--- src/rtl/ddr_pkg.sv ---
// Shared DDR4 command-sequencer types: host request ops, JEDEC command codes,
// the registered command/address pin bundle and the per-command pin encoder.
package ddr_pkg;

   // Host request operation stored in each FIFO entry
   typedef enum logic [1:0] {
      RD_R  = 2'd0,
      WR_R  = 2'd1,
      RDA_R = 2'd2,
      WRA_R = 2'd3
   } rw_req_t;

   // Command presented on the pins, also reported on cmd_issued
   typedef enum logic [3:0] {
      DES  = 4'd0,
      NOP  = 4'd1,
      ACT  = 4'd2,
      RD   = 4'd3,
      RDA  = 4'd4,
      WR   = 4'd5,
      WRA  = 4'd6,
      PRE  = 4'd7,
      PREA = 4'd8,
      REF  = 4'd9,
      MRS  = 4'd10,
      ZQCL = 4'd11
   } ddr_cmd_t;

   // Command/address pins shared by all ranks; chip selects live in the top
   // because their width follows the RANKS parameter.
   typedef struct packed {
      logic       act_n;
      logic       ras_n;
      logic       cas_n;
      logic       we_n;
      logic       a17;
      logic       a13;
      logic       a12;
      logic       a11;
      logic       a10;
      logic [1:0] bg;
      logic [1:0] ba;
      logic [9:0] a9_a0;
   } ddr_pins_t;

   // RAS_n/CAS_n/WE_n patterns, packed as {RAS, CAS, WE}
   localparam logic [2:0] RCW_DES  = 3'b111;
   localparam logic [2:0] RCW_RD   = 3'b101;
   localparam logic [2:0] RCW_WR   = 3'b100;
   localparam logic [2:0] RCW_PRE  = 3'b010;
   localparam logic [2:0] RCW_PREA = 3'b010;
   localparam logic [2:0] RCW_REF  = 3'b001;
   localparam logic [2:0] RCW_ZQCL = 3'b110;
   localparam logic [2:0] RCW_MRS  = 3'b000;

   // Idle bus: every pin high, which is also the base for every command so
   // that address pins a command does not use are driven to 1.
   localparam ddr_pins_t PINS_DES = '1;

   // Translate one command plus its operands into pin levels.
   function automatic ddr_pins_t encodePins(
      input ddr_cmd_t    cmd,
      input logic [1:0]  bg,
      input logic [1:0]  ba,
      input logic [17:0] row,
      input logic [9:0]  col,
      input logic [21:0] mrsData
   );
      ddr_pins_t pins;
      pins = PINS_DES;
      case (cmd)
         ACT: begin
            pins.act_n = 1'b0;
            {pins.a17, pins.ras_n, pins.cas_n, pins.we_n,
             pins.a13, pins.a12, pins.a11, pins.a10, pins.a9_a0} = row;
            pins.bg = bg;
            pins.ba = ba;
         end
         PRE: begin
            {pins.ras_n, pins.cas_n, pins.we_n} = RCW_PRE;
            pins.a10 = 1'b0;
            pins.bg  = bg;
            pins.ba  = ba;
         end
         RD, RDA, WR, WRA: begin
            {pins.ras_n, pins.cas_n, pins.we_n} =
               ((cmd == RD) || (cmd == RDA)) ? RCW_RD : RCW_WR;
            pins.a10   = (cmd == RDA) || (cmd == WRA);
            pins.a12   = 1'b1;
            pins.a9_a0 = col;
            pins.bg    = bg;
            pins.ba    = ba;
         end
         PREA: begin
            {pins.ras_n, pins.cas_n, pins.we_n} = RCW_PREA;
            pins.a10 = 1'b1;
         end
         REF: begin
            {pins.ras_n, pins.cas_n, pins.we_n} = RCW_REF;
         end
         ZQCL: begin
            {pins.ras_n, pins.cas_n, pins.we_n} = RCW_ZQCL;
            pins.a10 = 1'b1;
         end
         MRS: begin
            {pins.ras_n, pins.cas_n, pins.we_n} = RCW_MRS;
            {pins.bg, pins.ba} = mrsData[21:18];
            pins.a17 = mrsData[17];
            {pins.a13, pins.a12, pins.a11, pins.a10, pins.a9_a0} = mrsData[13:0];
         end
         default: begin
            pins = PINS_DES;
         end
      endcase
      return pins;
   endfunction

endpackage

--- src/rtl/ddr_req_fifo.sv ---
// Request FIFO: power-of-two depth, wrapping pointers, separate occupancy
// counter, combinational head read, synchronous active-high reset.
module ddr_req_fifo #(
   parameter int WIDTH = 8,
   parameter int DEPTH = 8
) (
   input  logic                       i_clock,
   input  logic                       i_reset,
   input  logic                       i_push,
   input  logic                       i_pop,
   input  logic [WIDTH-1:0]           i_data,
   output logic [WIDTH-1:0]           o_data,
   output logic                       o_full,
   output logic                       o_empty,
   output logic [$clog2(DEPTH+1)-1:0] o_count
);

   localparam int PTR_W = $clog2(DEPTH);
   localparam int CNT_W = $clog2(DEPTH+1);

   logic [WIDTH-1:0] r_mem [DEPTH];
   logic [PTR_W-1:0] r_wrPtr;
   logic [PTR_W-1:0] r_rdPtr;
   logic [CNT_W-1:0] r_count;
   logic             w_push;
   logic             w_pop;

   assign o_full  = (r_count == CNT_W'(DEPTH));
   assign o_empty = (r_count == '0);
   assign o_count = r_count;
   assign o_data  = r_mem[r_rdPtr];

   assign w_push = i_push && !o_full;
   assign w_pop  = i_pop && !o_empty;

   // Storage write; contents need no reset since the counter gates reads
   always_ff @(posedge i_clock) begin
      if (w_push) begin
         r_mem[r_wrPtr] <= i_data;
      end
   end

   // Pointers wrap naturally modulo DEPTH; occupancy tracked separately
   always_ff @(posedge i_clock) begin
      if (i_reset) begin
         r_wrPtr <= '0;
         r_rdPtr <= '0;
         r_count <= '0;
      end else begin
         if (w_push) begin
            r_wrPtr <= r_wrPtr + PTR_W'(1);
         end
         if (w_pop) begin
            r_rdPtr <= r_rdPtr + PTR_W'(1);
         end
         case ({w_push, w_pop})
            2'b10:   r_count <= r_count + CNT_W'(1);
            2'b01:   r_count <= r_count - CNT_W'(1);
            default: r_count <= r_count;
         endcase
      end
   end

endmodule

--- src/rtl/ddr_cmd_sequencer.sv ---
// DDR4 command sequencer: queues host requests, arbitrates the FSM command
// strobes, and drives registered command/address pins and chip selects.
module ddr_cmd_sequencer
   import ddr_pkg::*;
#(
   parameter int DEPTH  = 8,
   parameter int RANKS  = 1,
   parameter int ROW_W  = 18,
   parameter int COL_W  = 10,
   localparam int RANK_W = (RANKS > 1) ? $clog2(RANKS) : 1,
   localparam int CNT_W  = $clog2(DEPTH+1)
) (
   input  logic              CK_t,
   input  logic              reset,
   input  logic              req_valid,
   output logic              req_ready,
   input  logic [1:0]        req_op,
   input  logic [RANK_W-1:0] req_rank,
   input  logic [1:0]        req_bg,
   input  logic [1:0]        req_ba,
   input  logic [ROW_W-1:0]  req_row,
   input  logic [COL_W-1:0]  req_col,
   input  logic              act_rdy,
   input  logic              cas_rdy,
   input  logic              pre_rdy,
   input  logic              prea_rdy,
   input  logic              ref_rdy,
   input  logic              mrs_rdy,
   input  logic              zqcl_rdy,
   input  logic              des_rdy,
   input  logic [21:0]       mrs_data,
   output logic [RANKS-1:0]  cs_n,
   output logic              act_n,
   output logic              RAS_n_A16,
   output logic              CAS_n_A15,
   output logic              WE_n_A14,
   output logic              A17,
   output logic              A13,
   output logic              A12_BC_n,
   output logic              A11,
   output logic              A10_AP,
   output logic [1:0]        bg_addr,
   output logic [1:0]        ba_addr,
   output logic [9:0]        A9_A0,
   output logic [3:0]        cmd_issued,
   output logic [CNT_W-1:0]  q_count,
   output logic              cmd_err
);

   localparam int ENTRY_W = 2 + RANK_W + 4 + ROW_W + COL_W;

   logic [ENTRY_W-1:0] w_pushData;
   logic [ENTRY_W-1:0] w_head;
   logic               w_full;
   logic               w_empty;
   logic               w_push;
   logic               w_pop;

   logic [1:0]         w_headOp;
   logic [RANK_W-1:0]  w_headRank;
   logic [1:0]         w_headBg;
   logic [1:0]         w_headBa;
   logic [ROW_W-1:0]   w_headRow;
   logic [COL_W-1:0]   w_headCol;
   logic [17:0]        w_row18;
   logic [9:0]         w_col10;

   logic [7:0]         w_strobes;
   logic               w_multi;
   logic               w_underflow;
   logic               w_rankCmd;
   logic               w_bcastCmd;
   ddr_cmd_t           w_cmd;
   ddr_pins_t          w_pins;
   logic [RANKS-1:0]   w_csN;

   ddr_pins_t          r_pins;
   logic [RANKS-1:0]   r_csN;
   ddr_cmd_t           r_cmd;
   logic               r_err;

   assign w_push     = req_valid && !w_full;
   assign req_ready  = !w_full;
   assign w_pushData = {req_op, req_rank, req_bg, req_ba, req_row, req_col};
   assign {w_headOp, w_headRank, w_headBg, w_headBa, w_headRow, w_headCol} = w_head;

   ddr_req_fifo #(
      .WIDTH (ENTRY_W),
      .DEPTH (DEPTH)
   ) u_reqFifo (
      .i_clock (CK_t),
      .i_reset (reset),
      .i_push  (w_push),
      .i_pop   (w_pop),
      .i_data  (w_pushData),
      .o_data  (w_head),
      .o_full  (w_full),
      .o_empty (w_empty),
      .o_count (q_count)
   );

   // Zero-extend the queued row/column onto the full A17..A0 / A9..A0 pins
   always_comb begin
      w_row18 = '0;
      w_col10 = '0;
      w_row18[ROW_W-1:0] = w_headRow;
      w_col10[COL_W-1:0] = w_headCol;
   end

   assign w_strobes = {des_rdy, ref_rdy, prea_rdy, pre_rdy,
                       mrs_rdy, zqcl_rdy, act_rdy, cas_rdy};
   assign w_multi   = ($countones(w_strobes) > 1);

   // Fixed-priority arbitration; queue-based commands fall back to DES when empty
   always_comb begin
      w_cmd       = DES;
      w_pop       = 1'b0;
      w_underflow = 1'b0;
      w_rankCmd   = 1'b0;
      w_bcastCmd  = 1'b0;
      if (des_rdy) begin
         w_cmd = DES;
      end else if (ref_rdy) begin
         w_cmd      = REF;
         w_bcastCmd = 1'b1;
      end else if (prea_rdy) begin
         w_cmd      = PREA;
         w_bcastCmd = 1'b1;
      end else if (pre_rdy) begin
         if (w_empty) begin
            w_underflow = 1'b1;
         end else begin
            w_cmd     = PRE;
            w_rankCmd = 1'b1;
         end
      end else if (mrs_rdy) begin
         w_cmd      = MRS;
         w_bcastCmd = 1'b1;
      end else if (zqcl_rdy) begin
         w_cmd      = ZQCL;
         w_bcastCmd = 1'b1;
      end else if (act_rdy) begin
         if (w_empty) begin
            w_underflow = 1'b1;
         end else begin
            w_cmd     = ACT;
            w_rankCmd = 1'b1;
         end
      end else if (cas_rdy) begin
         if (w_empty) begin
            w_underflow = 1'b1;
         end else begin
            w_rankCmd = 1'b1;
            w_pop     = 1'b1;
            case (rw_req_t'(w_headOp))
               RD_R:    w_cmd = RD;
               WR_R:    w_cmd = WR;
               RDA_R:   w_cmd = RDA;
               WRA_R:   w_cmd = WRA;
               default: w_cmd = RD;
            endcase
         end
      end
   end

   // Chip selects: broadcast commands hit every rank, queue commands only the head's rank
   always_comb begin
      w_csN = '1;
      for (int r = 0; r < RANKS; r++) begin
         if (w_bcastCmd || (w_rankCmd && (w_headRank == RANK_W'(r)))) begin
            w_csN[r] = 1'b0;
         end
      end
   end

   assign w_pins = encodePins(w_cmd, w_headBg, w_headBa, w_row18, w_col10, mrs_data);

   // Register every pin, the command code and the error pulse for one-cycle latency
   always_ff @(posedge CK_t) begin
      if (reset) begin
         r_pins <= PINS_DES;
         r_csN  <= '1;
         r_cmd  <= DES;
         r_err  <= 1'b0;
      end else begin
         r_pins <= w_pins;
         r_csN  <= w_csN;
         r_cmd  <= w_cmd;
         r_err  <= w_multi || w_underflow;
      end
   end

   assign cs_n       = r_csN;
   assign act_n      = r_pins.act_n;
   assign RAS_n_A16  = r_pins.ras_n;
   assign CAS_n_A15  = r_pins.cas_n;
   assign WE_n_A14   = r_pins.we_n;
   assign A17        = r_pins.a17;
   assign A13        = r_pins.a13;
   assign A12_BC_n   = r_pins.a12;
   assign A11        = r_pins.a11;
   assign A10_AP     = r_pins.a10;
   assign bg_addr    = r_pins.bg;
   assign ba_addr    = r_pins.ba;
   assign A9_A0      = r_pins.a9_a0;
   assign cmd_issued = r_cmd;
   assign cmd_err    = r_err;

endmodule

--- config.mk ---
export PLATFORM = sky130hd
export DESIGN_NAME = ddr_cmd_sequencer
export DESIGN_NICKNAME = d
export VERILOG_FILES = /design/src/rtl/ddr_pkg.sv /design/src/rtl/ddr_req_fifo.sv /design/src/rtl/ddr_cmd_sequencer.sv
export SDC_FILE = /design/constraint.sdc
export NUM_CORES = 1
export LEC_CHECK = 0
export ABC_AREA = 1
export BUFFER_PORTS_ARGS = -buffer_cell sky130_fd_sc_hd__buf_2
export CORE_MARGIN = 4
export CORE_UTILIZATION = 55
export CTS_CLUSTER_SIZE = 14
export DETAILED_ROUTE_END_ITERATION = 7
export PLACE_DENSITY_LB_ADDON = 0.25
export SETUP_SLACK_MARGIN = 0.4
export SLEW_MARGIN = 10
export SYNTH_ARGS = -nofsm -noshare
export SYNTH_HDL_FRONTEND = slang
export SYNTH_SLANG_ARGS = --single-unit
--- constraint.sdc ---
create_clock -name CK_t -period 5 [get_ports CK_t]
set_clock_uncertainty 0.2 [all_clocks]
set_input_delay 0.75 -clock CK_t [delete_from_list [all_inputs] [get_ports CK_t]]
set_output_delay 0.75 -clock CK_t [all_outputs]
set_load 0.02 [all_outputs]
-- Yosys cells after proc, flatten, opt, wreduce, memory -nomap -nowiden
Memory sizes are Yosys's and may differ from the RTL's. A register that Yosys moved wholly into a read port is not among the register bits.
Index checks and enable logic that the tools add are counted.
- bitwise gates (word level): 1
- muxes and demuxes: 58
- equality and inequality tests: 16
- reductions and logical operators: 16
- add/sub/neg operators: 11
- $lt $le $gt $ge: 1
- operator list (cell ; count):
    two-way mux 1 bit ; 36
    two-way mux 4 bit ; 9
    case mux 10 bit (3 select lines) ; 1
    equality test 4 bit (second input constant) ; 5
    case mux 3 bit (6 select lines) ; 1
    equality test 4 x 3 -> 1 bit (second input constant) ; 4
    case mux 4 bit (2 select lines) ; 2
    case mux 4 bit (4 select lines) ; 1
    two-way mux 3 bit ; 3
    adder 1 x 1 -> 2 bit ; 4
    equality test 4 x 2 -> 1 bit (second input constant) ; 2
    adder 2 x 2 -> 3 bit ; 2
    adder 3 x 1 -> 3 bit (second input constant) ; 2
    equality test 2 bit (second input constant) ; 3
    OR reduction 6 bit ; 1
    adder 3 x 3 -> 4 bit ; 1
    adder 4 x 1 -> 4 bit (second input constant) ; 1
    equality test 2 x 1 -> 1 bit (second input constant) ; 2
    > comparator 4 x 1 -> 1 bit (second input constant) ; 1
    logical AND 1 bit ; 4
    logical NOT 4 bit ; 1
    logical OR 1 bit ; 4
    case mux 1 bit (2 select lines) ; 2
    case mux 1 bit (4 select lines) ; 1
    9 further kinds ; 10
- RAM bits: 280
- word-level logic and storage cells: 122
- register bits after elaboration: 39
- memories: 1
- memory list (name ; depth ; bits a word ; rd ports ; clocked after Yosys merged registers in ; write ports ; line ; source):
    u_reqFifo.r_mem ; 8 ; 35 ; 1 ; 1 ; 1 ; ddr_req_fifo.sv:21 ; logic [WIDTH-1:0] r_mem [DEPTH];

-- Longest topological paths before layout
Gate-level depths: netlist of run 1.
- word-level depth: 15
- depth in mapped cells: 24
- depth with buffers taken out: 21

-- Cells and area by module
From an unflattened synthesis of run 1, not the netlist that was laid out.
- cell total of the unflattened synthesis: 1115
- area, all modules: 13606.8 um^2
- modules (own cells, without submodules) (module ; cells each ; area an instance (um^2) ; seq. area each (um^2) ; times used):
    ddr_req_fifo ; 883 ; 11827.6 ; 8668.3 ; 1
    ddr_cmd_sequencer ; 232 ; 1779.2 ; 580.6 ; 1

-- Least setup slack after synthesis of run 1
Ideal clock, no wire load.
- kind: input to register
- start: input act_rdy
- end: register r_err, in the netlist cmd_err
- cell stages on the path: 12
- arrival time: 3141 ps
- setup slack: 1525 ps
- path buffers: 0
- setup time: 134 ps
- cell sequence: fa_1 inv_1 fa_1 fa_1 inv_1 ha_1 inv_1 fa_1 inv_1 nand4_1 o21ai_0 a31oi_1
- cells in the longest elaborated chain, start to end: 8
- elaborated cells on any way between the ends: 12
- RTL lines (item ; line ; source):
    from (decl) ; ddr_cmd_sequencer.sv:23 ; input logic act_rdy,
    branches (longest 7 deep; another with adder 3 x 3 -> 4 bit) ; - ;
    logical OR 1 bit * ; ddr_cmd_sequencer.sv:189 ; r_err <= w_multi || w_underflow;
    to (signal assigned) ; ddr_cmd_sequencer.sv:189 ;
    to (decl) ; ddr_cmd_sequencer.sv:80 ; logic r_err;
Mark *: on every way between the ends.
A chain may end at the register's enable or synchronous reset.

==> impl_metrics.toml, run 1 <==
[outcome]
status = "complete, no violations"

[clock_tree]
htreeDepth = 1
hold_buffers = 0
clock_latency_ns = 0.56
cts_tree = "yes"
cts_resized = 0
cts_buffer_depth = 3
clkTransAtPathRegs_ns = 0.06
clockRootBuffer = "clkbuf_16"
cts_made_buffers = 31
clock-sinks = 322
post-cts-setup-buffers = 0

[timing]
drv_slew = 0
timing.final.crit_share_pct = 72.14
worst_slack_ns = 1.393
clock.fmax_mhz = 277.2
slew_headroom_pct = 29.92
fin_crit_ns = 3.607
setup_tns_ns = 0
hold_viol_final = 0
tightestPinTransition_ns = 1.051
setup_viol = 0
grt_setup_unrepaired = "false"

[synthesis]
async_reset_ff_share_pct = 0
synth_edf_count = 280
syn-cell-area_sq_um = 13110
yosysTopAreaCell = "edfxtp_1"
synth_seq_area_share_pct = 70.54
synth_top_area_share_pct = 64.13
syn_nets = 1182
synthTopCellsByCount = "edfxtp_1, nand2_1, nor2_1"
avgSynthCellArea_sq_um = 11.93
ys_ff_latch = 322
ys.flop_type = "edfxtp_1"
synthCells = 1099
yosys_warnings = 0
ys_types = 43
yosysMostFrequentCell = "edfxtp_1"
synth_area_leaders = "edfxtp_1, dfxtp_1, nand2_1"

[worst_setup_path]
crit_slowest_cell = "dfxtp_1"
start_kind = "register"
cp_common_cell = "inv_1"
critPathMaxFanout = 17
path_cells = "o21ai_0 > o22ai_1 > inv_1 > o21ai_0 > inv_1 > ha_1 > nand3b_1 > nand3_1 > nand2_2 > inv_2 > nand2_1 > nand2_2 > inv_1 > a21oi_2 > nand3_1"
critPathKind = "reg -> reg"
endpoint_kind = "register"
slowest_delay_ns = 0.78
cp.required_ns = 5.21
worstPathArrival_ns = 3.82
reg2reg_setup_slack_ns = 1.39

[cells_and_area]
final_cells = 1532
design_area_sq_um = 14900
syn_to_final_growth_pct = 13.66
fin_nets = 1270
layout-drive-gt1-share_pct = 16.58

[global_routing]
grt_max_degree = 91
grt_pass1_wl_mm = 45.56
grt_pass1_vias = 8416
grt_overflow_total = 0
grt_usage_pct = 22.12
antenna_found_initial = 5

[floorplanning]
core_sq_um = 23470
start_util_pct = 55.86
fp-row-count = 56
die_area_sq_um = 26370
die_h_um = 162.4
io_pins = 102
chipWidth_um = 162.4

[drt]
dr_total_vias = 8631
ant_nets = 0
viasPerCell = 5.634
dr.pass1.iters = 5
first_iter_violations = 692
wl_per_cell_um = 19.15
route.detailed.drc = 0
drt-total-wl_mm = 29.34

[placed_design]
post-place-ws_ns = 1.276
placed_area_sq_um = 13930
port_buffers = 98
dpl.cell_count = 1473
place_hpwl_mm = 17.14
gp_congestion = 0.8533

[power_and_ir_drop]
powerDensity_nw_per_um2 = 369.9
power.static_leakage_nw = 5.466
vdd_drop_max_uv = 256.0

[worst_hold_path]
worstHoldStart = "mrs_data[20]"
min_path_type = "in -> reg"

[job]
maxCapViolCount = 0
==> routing by layer <==
layer / vias to the layer above / GRT usage, % / routed length, um
li1: 4115 / - / -
met1: 4114 / 29.10 / 11920
met2: 330 / 37.59 / 14320
met3: 64 / 4.606 / 2362
met4: 8 / 6.498 / 703
met5: - / 0 / 35
==> through the flow <==
| stage | total power, W | hold slack, ns | util [%] |
|---|---|---|---|
| after floorplan | 0.003229 | 0.2331 | - |
| after global placement | 0.003350 | 0.2464 | 59.33 |
| after CTS | 0.005544 | 0.2107 | 63.48 |
| after global routing | 0.005700 | 0.2263 | 63.48 |
| after detailed placement | 0.003360 | 0.2566 | 59.33 |
| final | 0.005512 | 0.2315 | 63.49 |
==> cell type report <==
cell class | instances | area, sq um
sequential | 322 | 9253
tap | 319 | 399.1
fill | 1771 | 8571
clock inverter | 14 | 97.59
inverter | 55 | 209.0
antenna | 1 | 2.502
timing repair buffer | 117 | 633.1
clock buffer | 44 | 874.6
multi-input combinational | 660 | 3433
==> cell families (layout without fill, tap and decap cells) <==
| kind of cell | count (synthesis) | in the layout | share of synthesized area (%) |
|---|---|---|---|
| flops | 322 | 322 | 70.54 |
| fa+ha+maj | 15 | 15 | 1.718 |
| compound gates | 229 | 229 | 10.43 |
| other cells | 0 | 1 | 0 |
| xor+xnor | 3 | 3 | 0.2004 |
| buf+inv | 117 | 230 | 3.731 |
| simple gates | 413 | 413 | 13.38 |
==> cell usage in the layout (no fill, tap or decap), types with 3 or more instances in the layout <==
cell type and n:
a21oi_1 81, a221oi_1 4, a32o_1 10, buf_2 98, buf_4 19, clkbuf_1 8
clkbuf_16 31, clkbuf_8 5, clkinv_1 5, clkinv_2 6, dfxtp_1 41, edfxtp_1 280
fa_1 5, ha_1 10, inv_1 46, inv_2 7, nand2_1 203, nand2_2 5
nand2_4 5, nand3_1 46, nand3_2 3, nand4_1 12, nor2_1 118, nor2_2 4
nor2_4 9, nor3_1 5, o21ai_0 70, o221ai_1 7, o22ai_1 13, o311ai_0 5
o31ai_1 27
==> flip-flops by register name, indices dropped and copies added (netlist names), 2 cells and up, named ones only <==
| register | count |
|---|---|
| u_reqFifo.r_wrPtr | 3 |
| u_reqFifo.r_mem | 280 |
| u_reqFifo.o_count | 4 |
| A9_A0 | 10 |
| bg_addr | 2 |
| cmd_issued | 4 |
| ba_addr | 2 |
| u_reqFifo.r_rdPtr | 3 |
==> report_power, final <==
| part | internal [W] | switching, W | total [W] | leakage (nW) |
|---|---|---|---|---|
| registers | 0.00299 | 0.0000174 | 0.00300 | 2.89 |
| clock network | 0.00126 | 0.000942 | 0.00221 | 0.480 |
| logic | 0.0000921 | 0.000209 | 0.000301 | 2.10 |
==> path summary, 6_finish.rpt <==
kind                     endpoint  cells after the start
min                    bg_addr[0]                      3
max                    ba_addr[0]                     15
min reg2reg  u_reqFifo.r_rdPtr[2]                      2
max reg2reg            ba_addr[0]                     15
==> worst max-delay path: cells and delay by family, from the launching register on <==
kind | cells | cell delay (ns)
adder cells (fa/ha/maj) | 1 | 0.29
AND/OR/NAND/NOR | 6 | 0.76
AO/OA/AOI/OAI | 4 | 0.95
buffers and inverters | 4 | 0.48
flip-flops | 1 | 0.78
(Power assumes the default switching activity.)
==> run 2: changes to the inputs <==
--- a/config.mk
+++ b/config.mk
@@ -8,7 +8,7 @@
 export ABC_AREA = 1
 export BUFFER_PORTS_ARGS = -buffer_cell sky130_fd_sc_hd__buf_2
 export CORE_MARGIN = 4
-export CORE_UTILIZATION = 55
+export CORE_UTILIZATION = 54
 export CTS_CLUSTER_SIZE = 14
 export DETAILED_ROUTE_END_ITERATION = 7
 export PLACE_DENSITY_LB_ADDON = 0.25
==> constraint.sdc (replaced) <==
create_clock -name CK_t -period 3.15 [get_ports CK_t]
set_clock_uncertainty 0.2 [all_clocks]
set_input_delay 0.4725 -clock CK_t [delete_from_list [all_inputs] [get_ports CK_t]]
set_output_delay 0.4725 -clock CK_t [all_outputs]
set_load 0.02 [all_outputs]
==> impl_metrics.toml, run 2 (synthesis results as in run 1) <==
[outcome]
status = "complete, no violations"

[cells_and_area]
layout-drive-gt1-share_pct = 23.87
final_common_cell = "edfxtp_1"
syn_to_final_growth_pct = 21.81
largest_reg_flops = 280
post-route-util_pct = 67.43
fin_nets = 1318
final_cells = 1581
final_cell_mix = "edfxtp_1, nand2_1, nor2_1"
top_register = "u_reqFifo.r_mem"
fillers = 1679

[job]
maxCapViolCount = 0

[global_routing]
grt_overflow_total = 0
grt_pass1_vias = 8722
grt_max_degree = 89
grt_usage_pct = 22.92
antenna_found_initial = 4
grt_pass1_wl_mm = 47.33

[drt]
ant_nets = 0
drt-total-wl_mm = 31.24
first_iter_violations = 766
route.detailed.drc = 0
dr.pass1.iters = 5
dr_total_vias = 8995
wl_per_cell_um = 19.76
viasPerCell = 5.689

[timing]
tightestPinTransition_ns = 0.9586
drv_slew = 0
setup_viol = 0
grt_setup_unrepaired = "true"
slew_headroom_pct = 36.10
fin_crit_ns = 2.854
clock.fmax_mhz = 350.4
timing.final.crit_share_pct = 90.61
hold_viol_final = 0

[floorplanning]
chipWidth_um = 163.8
die_area_sq_um = 26840
fp-row-count = 56
io_pins = 102
start_util_pct = 55.36
die_h_um = 163.8
core_sq_um = 23680

[power_and_ir_drop]
switchingPower_w = 0.001965
p_int_w = 0.007471
p_comb_share_pct = 5.9
clockPowerShare_pct = 43.6
vdd_drop_max_uv = 469.5
seqPwrFrac_pct = 50.5
switching_share_pct = 20.83
power.static_leakage_nw = 5.860
powerDensity_nw_per_um2 = 590.9

[clock_tree]
cts_made_buffers = 34
cts_buffer_depth = 3
clock-sinks = 322
clkTransAtPathRegs_ns = 0.06
clock_latency_ns = 0.51
htreeDepth = 2
clockRootBuffer = "clkbuf_16"
cts_tree = "yes"

[worst_setup_path]
critPathMaxFanout = 8
endpoint_kind = "register"
worstPathArrival_ns = 3.05
cp.required_ns = 3.35
start_kind = "register"
critPathKind = "reg -> reg"

[placed_design]
gp_congestion = 0.8259
dpl.cell_count = 1489
port_buffers = 98
place_hpwl_mm = 17.65

[worst_hold_path]
worstHoldStart = "req_bg[0]"
min_path_type = "in -> reg"
==> run 2: cell types whose count changed in the layout (fill, tap and decap cells not counted), sizes merged <==
cell / change
clkbuf: +4
dlygate4sd3: +7
nand2: +1
clkinv: -1
buf: +35
bufinv: +3
==> run 2: cell type report <==
class / count / area (sq um) / area share (%)
sequential: 322 / 9256 / 57.96
multi-input combinational: 661 / 3769 / 23.60
timing repair buffer: 159 / 1126 / 7.051
clock buffer: 48 / 997.2 / 6.244
tap: 319 / 399.1 / 2.499
inverter: 55 / 230.2 / 1.442
clock inverter: 14 / 172.7 / 1.081
timing repair inverter: 2 / 17.52 / 0.1097
antenna: 1 / 2.502 / 0.01567
==> run 2: power by group through the flow <==
stage / combinational, W / clock (W) / sequential (W)
floorplan: 0.000246 / 0 / 0.00489
global placement: 0.000490 / 0 / 0.00486
detailed placement: 0.000503 / 0 / 0.00486
CTS: 0.000519 / 0.00416 / 0.00477
global route: 0.000612 / 0.00437 / 0.00477
finish: 0.000555 / 0.00411 / 0.00477
==> run 2: metrics by stage <==
| stage | area, sq um | setup WS, ns | total power, W | setup TNS, ns | hold slack [ns] |
|---|---|---|---|---|---|
| global route | 15970 | 0.1165 | 0.009752 | 0 | 0.006537 |
| CTS | 15520 | 0.3927 | 0.009450 | 0 | 0.004495 |
| detailed placement | 14170 | -0.2368 | 0.005361 | -0.2368 | 0.2463 |
| finish | 15970 | 0.2958 | 0.009436 | 0 | 0.02913 |
| floorplan | 13200 | -0.1295 | 0.005133 | -18.16 | 0.2331 |
| global placement | 14170 | -0.2290 | 0.005345 | -0.2290 | 0.2496 |
==> run 2: critical path, cell delays in order, from the launching register on <==
cell	delay [ns]
dfxtp_4	0.37
buf_8	0.14
inv_12	0.06
o21ai_1	0.07
o22ai_1	0.16
inv_1	0.08
o21ai_2	0.18
ha_2	0.19
nor2_1	0.04
nor2_1	0.13
nand3_2	0.10
nand2_2	0.06
nand2_2	0.05
nand2_2	0.09
nand2_2	0.07
nand2_4	0.10
nand3_4	0.09
nand2_4	0.10
nand2_8	0.09
buf_4	0.15
a21oi_2	0.15
nand2_2	0.06
==> run 2: routing by layer <==
metal	vias to the layer above	GRT usage (%)	part of all wire [%]
li1	4206	-	-
met1	4360	31.08	41
met2	357	37.19	48
met3	66	4.693	8.0
met4	6	8.197	2.8
met5	-	0	0.11
==> run 2: worst paths after layout <==
check | endpoint | slack, ns | cells after the start
worst max-delay path | A9_A0[3] | 0.30 | 21
worst min-delay path | u_reqFifo.r_mem[1][30] | 0.03 | 1
worst min register to register | u_reqFifo.r_rdPtr[2] | 0.26 | 2
worst max register to register | A9_A0[3] | 0.30 | 21
==> run 2: repair_timing <==
item	4_1_cts	5_1_grt
pin swaps	7	32
setup buffers	5	14
setup endpoints to repair	24	25
endpoints found under the hold margin	7	0
gates cloned	0	3
hold buffers	7	0
gates resized for setup	19	80
